## src/rtl/fetch_unit.sv

```systemverilog
// Instruction fetch PC sequencer: relative branches, absolute calls and returns
// through a circular return-address stack with sticky overflow/underflow flags.
module fetch_unit #(
  parameter int                ADDR_W    = 32,
  parameter int                RAS_DEPTH = 8,
  parameter int                BR_ADJ    = 3,
  parameter logic [ADDR_W-1:0] RESET_PC  = '0
) (
  input  logic                       clk,
  input  logic                       rst,
  input  logic                       stall,
  input  logic                       branch,
  input  logic [ADDR_W-1:0]          branch_offset,
  input  logic                       call,
  input  logic [ADDR_W-1:0]          call_target,
  input  logic [ADDR_W-1:0]          call_return,
  input  logic                       ret,
  output logic [ADDR_W-1:0]          pc,
  output logic                       redirect,
  output logic [$clog2(RAS_DEPTH):0] ras_count,
  output logic                       ras_overflow,
  output logic                       ras_underflow
);

  localparam int PTR_W = $clog2(RAS_DEPTH);
  localparam int CNT_W = PTR_W + 1;
  localparam logic [ADDR_W-1:0] BR_ADJ_V = ADDR_W'(BR_ADJ);
  localparam logic [CNT_W-1:0]  FULL_V   = CNT_W'(RAS_DEPTH);

  logic [ADDR_W-1:0] ras_mem [RAS_DEPTH];

  logic [ADDR_W-1:0] pc_reg, pc_next;
  logic              redirect_reg, redirect_next;
  logic [PTR_W-1:0]  top_reg, top_next, top_prev;
  logic [CNT_W-1:0]  count_reg, count_next;
  logic              ovf_reg, ovf_next;
  logic              udf_reg, udf_next;
  logic              push;

  // top_reg addresses the next free slot; once full it also addresses the oldest entry,
  // so a push into a full stack naturally overwrites the oldest return address.
  assign top_prev = top_reg - PTR_W'(1);

  always_comb begin
    pc_next       = pc_reg + ADDR_W'(1);
    redirect_next = 1'b0;
    top_next      = top_reg;
    count_next    = count_reg;
    ovf_next      = ovf_reg;
    udf_next      = udf_reg;
    push          = 1'b0;
    if (branch) begin
      pc_next       = pc_reg + branch_offset - BR_ADJ_V;
      redirect_next = 1'b1;
    end else if (call) begin
      pc_next       = call_target;
      redirect_next = 1'b1;
      push          = 1'b1;
      top_next      = top_reg + PTR_W'(1);
      if (count_reg == FULL_V) begin
        ovf_next = 1'b1;
      end else begin
        count_next = count_reg + CNT_W'(1);
      end
    end else if (ret) begin
      redirect_next = 1'b1;
      if (count_reg == '0) begin
        pc_next  = RESET_PC;
        udf_next = 1'b1;
      end else begin
        pc_next    = ras_mem[top_prev];
        top_next   = top_prev;
        count_next = count_reg - CNT_W'(1);
      end
    end else if (stall) begin
      pc_next = pc_reg;
    end
  end

  always_ff @(posedge clk or posedge rst) begin
    if (rst) begin
      pc_reg       <= RESET_PC;
      redirect_reg <= 1'b0;
      top_reg      <= '0;
      count_reg    <= '0;
      ovf_reg      <= 1'b0;
      udf_reg      <= 1'b0;
    end else begin
      pc_reg       <= pc_next;
      redirect_reg <= redirect_next;
      top_reg      <= top_next;
      count_reg    <= count_next;
      ovf_reg      <= ovf_next;
      udf_reg      <= udf_next;
    end
  end

  // Entry storage is deliberately left out of reset; the count alone defines validity.
  always_ff @(posedge clk) begin
    if (push && !rst) begin
      ras_mem[top_reg] <= call_return;
    end
  end

  assign pc            = pc_reg;
  assign redirect      = redirect_reg;
  assign ras_count     = count_reg;
  assign ras_overflow  = ovf_reg;
  assign ras_underflow = udf_reg;

endmodule

```

## config.mk

```make
export PLATFORM = sky130hd
export DESIGN_NAME = fetch_unit
export DESIGN_NICKNAME = d
export VERILOG_FILES = /design/src/rtl/fetch_unit.sv
export SDC_FILE = /design/constraint.sdc
export NUM_CORES = 1
export LEC_CHECK = 0
export CAP_MARGIN = 20
export CORE_MARGIN = 2
export CORE_UTILIZATION = 40
export DETAILED_ROUTE_END_ITERATION = 10
export DONT_BUFFER_PORTS = 1
export PLACE_DENSITY = 0.64
export SETUP_SLACK_MARGIN = 0.05
export SLEW_MARGIN = 20
export SYNTH_ARGS = -nofsm -noshare
export SYNTH_HDL_FRONTEND = slang
export SYNTH_SLANG_ARGS = --single-unit
```

## constraint.sdc

```tcl
create_clock -name clk -period 6 [get_ports clk]
set_clock_uncertainty 0.1 [all_clocks]
set_input_delay 1.8 -clock clk [delete_from_list [all_inputs] [get_ports clk]]
set_output_delay 1.8 -clock clk [all_outputs]
set_load 0.01 [all_outputs]
```

---- After elaboration in Yosys (flattened, before gate mapping) ----
Memories as Yosys holds them, arrays and structs flattened.
Index checks and enable logic that the tools add are counted.
cells by class
  add/sub/neg operators ................... 7
  bitwise gates (word level) .............. 2
  muxes and demuxes ....................... 19
  equal/unequal tests ..................... 4
  reductions and logical operators ........ 8
operator list
  cell                   number
  $mux 32                5
  $add 32x1->32 const B  1
  $add 32x32->32         1
  $sub 32x2->32 const B  1
  $mux 4                 4
  $mux 3                 3
  $reduce_and 4->1       2
  $mux 1                 7
  $reduce_and 3->1       2
  $add 4x1->4 const B    1
  $eq 4x4->1 const B     1
  $logic_not 4->1        1
  $ne 2x2->1 const B     2
  $ne 4x1->1 const B     1
  $sub 4x1->4 const B    1
  $add 3x1->3 const B    1
  $sub 3x1->3 const B    1
  $not 1->1              2
  $reduce_bool 2->1      1
  $logic_and 1x1->1      1
  $logic_not 1->1        1
word-level totals
  register bits after elaboration ......... 42
  word-level logic and storage cells ...... 47
  memory bits (writable) .................. 256
  output and inout bits ................... 39
  input bits .............................. 102
  memories ................................ 1
memory list
  memory   depth  bits a word  rd ports  clocked after Yosys merged registers in  wr ports  line  RTL
  ras_mem  8      32           1         0                                        1         30    logic [ADDR_W-1:0] ras_mem [RAS_DEPTH];

---- Logic depth before layout (Yosys ltp) ----
An unclocked memory read counts as a cell.
  depth after elaboration ................. 6
  gate-level depth with buffers ........... 15
  gate-level depth less buffers ........... 15

---- Least setup slack after synthesis ----
OpenSTA, ideal clock, no wires.
  path type ............................... input-to-reg
  start ................................... input port branch
  end ..................................... memory ras_mem[7][0] (enable)
  arrival ................................. 6.010 ns
  setup time .............................. 0.513 ns
  data required time ...................... 5.387 ns
  buffers on the path ..................... 2
  stages on the path ...................... 5
  path slack .............................. -0.623 ns
  path through ............................ clkbuf_1 nor2_1 clkbuf_1 nand2_1 nor4b_1
between the ends
  cells in the longest elaborated chain, start to end .. 4
RTL lines
  element                       line  RTL
  from (decl)                   12    input logic branch,
  $mux 1                        52    if (branch) begin
  $logic_and 1x1->1             100   if (push && !rst) begin
  $mux 1                        100
  $mux 1 (implied by the code)  101   ras_mem[top_reg] <= call_return;
  to (decl)                     30
No other way between the ends.

---- Worst setup path in the final report ----
  start ................................... input port branch_offset[0]
  end ..................................... register pc_reg[31], in the netlist pc[31]
between the ends
  cells in the longest elaborated chain, start to end .. 3
RTL lines
  element               line  RTL
  from (decl)           13    input logic [ADDR_W-1:0] branch_offset,
  $add 32x32->32        53    pc_next = pc_reg + branch_offset - BR_ADJ_V;
  $sub 32x2->32         53
  $mux 32               52
  to (signal assigned)  89    pc_reg <= pc_next;
  to (decl)             32    logic [ADDR_W-1:0] pc_reg, pc_next;
No other way between the ends.
A chain may end at the register's enable or synchronous reset.

==> impl_metrics.csv <==
group,metric,value,unit
status,outcome,"finished clean",
routing,ant_nets,0,
timing,tightest_slew,1.04,ns
timing,rsz0062_at_grt,"false",
floorplanning,fp-row-count,70,
worst_setup_path,rr_startpoint,"top_reg[0]",
layout,drive_gt1_frac,0.137,
floorplanning,start_util,0.407,
routing,avgRoutedWirePerCell,23.7,um
worst_hold_path,hold_path_class,"reg -> reg",
layout,utilization,0.455,
routing,drtPass1Iterations,5,
worst_setup_path,end_kind,"register",
synthesis,ys_seq_area_frac,0.585,
timing,fin_crit_sh,0.786,
routing,vias,9432,
clocking,clock-sinks,298,
clocking,cts_max_path_buffers,3,
floorplanning,die_area,38900,um^2
floorplanning,die_h,197,um
timing,clock.fmax,212,MHz
power,p_total,8640,uW
worst_setup_path,r2r_end,"pc[22]",
clocking,clockRootBuffer,"clkbuf_16",
floorplanning,die_w,197,um
synthesis,synth_ff_type,"edfxtp_1",
synthesis,ys_ff_latch,298,
clocking,clk-insertion-delay-late,0.53,ns
worst_setup_path,path_class,"in -> reg",
timing,slew_viol_final,0,
global_routing,grt_start_max_net_pins,47,
placement,placedCellCount,1576,
timing,finalSetupViolations,0,
routing,routed_wirelength,38900,um
synthesis,syn_nets,1307,
synthesis,netlist_area,14900,um^2
floorplanning,core,36700,um^2
synthesis,synth_edf_count,256,
worst_setup_path,arrival,5.03,ns
clocking,cts_made_buffers,34,
worst_setup_path,cp_max_fo,7,
worst_setup_path,start_kind,"input port",
clocking,clk_pin_slew,0.06,ns
timing,relSlewSlack,0.307,
worst_setup_path,worstRegToRegCells,8,
global_routing,grt_pass1_vias,9339,
global_routing,antenna_found_initial,1,
global_routing,grt-ovfl-total,0,
clocking,cts_tree,"built",
timing,timing.hold.ws,0.462,ns
clocking,ctsResizeCount,0,
clocking,ctsHoldBuffers,0,
placement,routabilityCongestion,0.905,
worst_setup_path,cp.required,6.31,ns
routing,drc,0,
placement,dp_hpwl,26300,um
worst_hold_path,hold_end,"ras_overflow",
layout,final_nets,1314,
layout,multi_input_area,5630,um^2
layout,area_delta_synth_final,11.7,%
layout,largest_reg_flops,256,
power,p_per_area,518,nW/um^2
timing,setup_tns,0,ns
clocking,htreeDepth,2,
timing,period_minus_slack,4.72,ns
layout,seqCellArea,8740,um^2
worst_setup_path,reg2reg_slack,1.79,ns
clocking,cts_setup_buffers,0,
routing,drt-initial-drc-count,726,
layout,n_fill_cell,3177,
power,p_leak,0.00608,uW
timing,hold_viol,0,
synthesis,synthesis.instances,1137,
layout,finalNonFillerCells,1637,
placement,io_buffers,0,
global_routing,grt_pass1_wl,58400,um
global_routing,grt_usage,0.200,
synthesis,syn_avg_cell_area,13.1,um^2
routing,vias_per_cell,5.76,
power,ir_worst_vdd,0.000211,V
synthesis,async_flop_share,0.141,
floorplanning,ios,141,
run,drv_cap,0,
worst_hold_path,min_path_cells,1,
synthesis,ys_types,70,
synthesis,yosysWarnings,0,
worst_hold_path,hp-start,"ras_overflow",
==> cell usage after synthesis (22+ instances only) <==
library cell / n / area share
inv_1: 131 / 0.033
dfrtp_1: 42 / 0.070
nand2_1: 81 / 0.020
nor3_1: 22 / 0.0074
edfxtp_1: 256 / 0.51
nor2_1: 33 / 0.0083
o21ai_0: 49 / 0.016
mux4_2: 64 / 0.096
a21oi_1: 100 / 0.033
ha_1: 66 / 0.055
clkbuf_1: 37 / 0.0093
xnor2_1: 23 / 0.013
nand3_1: 25 / 0.0084
==> per-stage QoR <==
step | setup WS [ns] | cell area (um^2)
floorplan | 0.584 | 15000
global placement | 0.823 | 15600
CTS | 1.28 | 16700
finish | 1.28 | 16700
global route | 1.09 | 16700
detailed placement | 0.790 | 15600
==> placed cells by master, fill, tap and decap left out, types with 23 or more instances in the layout <==
cell / instances
ha_1: 65
mux4_2: 64
dfrtp_1: 41
nand2_1: 81
inv_1: 130
o21ai_0: 49
clkbuf_16: 34
xnor2_1: 23
edfxtp_1: 256
nor2_1: 30
nand3_1: 25
a21oi_1: 100
==> where the power goes <==
part	switching, uW	leakage, uW	internal, uW
registers	368	0.00282	2460
clock network	841	0.000511	1150
logic	2160	0.00276	1670
==> layer usage <==
layer | wire [um] | GRT usage
met2 | 17900 | 0.316
met5 | 0 | 0
met3 | 3560 | 0.0579
met1 | 16500 | 0.271
met4 | 916 | 0.0563
==> critical path, cell delays in order <==
cell	delay [ns]
inv_1	0.05
ha_1	0.21
inv_1	0.09
ha_1	0.20
inv_1	0.06
fa_1	0.41
nor2b_1	0.13
o21a_1	0.14
a311o_2	0.25
a41oi_4	0.17
o41ai_4	0.51
a31oi_4	0.19
or4_1	0.55
a311oi_1	0.24
==> worst max-delay path by stage <==
stage | from | end | slack [ns] | cells after the start
6_report | branch_offset[0] | pc[31] | 1.28 | 14
5_1_grt | branch_offset[0] | pc[31] | 1.09 | 14
4_1_cts | branch_offset[0] | pc[31] | 1.28 | 14
3_5_place_dp | branch_offset[0] | pc[31] | 0.79 | 14
3_3_place_gp | branch_offset[0] | pc[31] | 0.82 | 14
2_1_floorplan | branch | ras_mem[4][0] | 0.58 | 5
==> layout make-up <==
class,instances,area share
Antenna cell,1,0.000150
Clock buffer,44,0.0532
Clock inverter,16,0.0103
Inverter,131,0.0294
Multi-Input combinational cell,658,0.337
Sequential cell,298,0.524
Tap cell,468,0.0351
Timing Repair Buffer,21,0.0109
==> cells by family after synthesis <==
| family | share of synthesized area |
|---|---|
| AOI/OAI and AO/OA | 0.110 |
| and+or+nand+nor | 0.0693 |
| buffers and inverters | 0.0461 |
| DFF | 0.585 |
| xor gates and xnor gates | 0.0217 |
| adders and majority gates | 0.0579 |
| muxes | 0.110 |
Power figures use the tool's default switching activity.
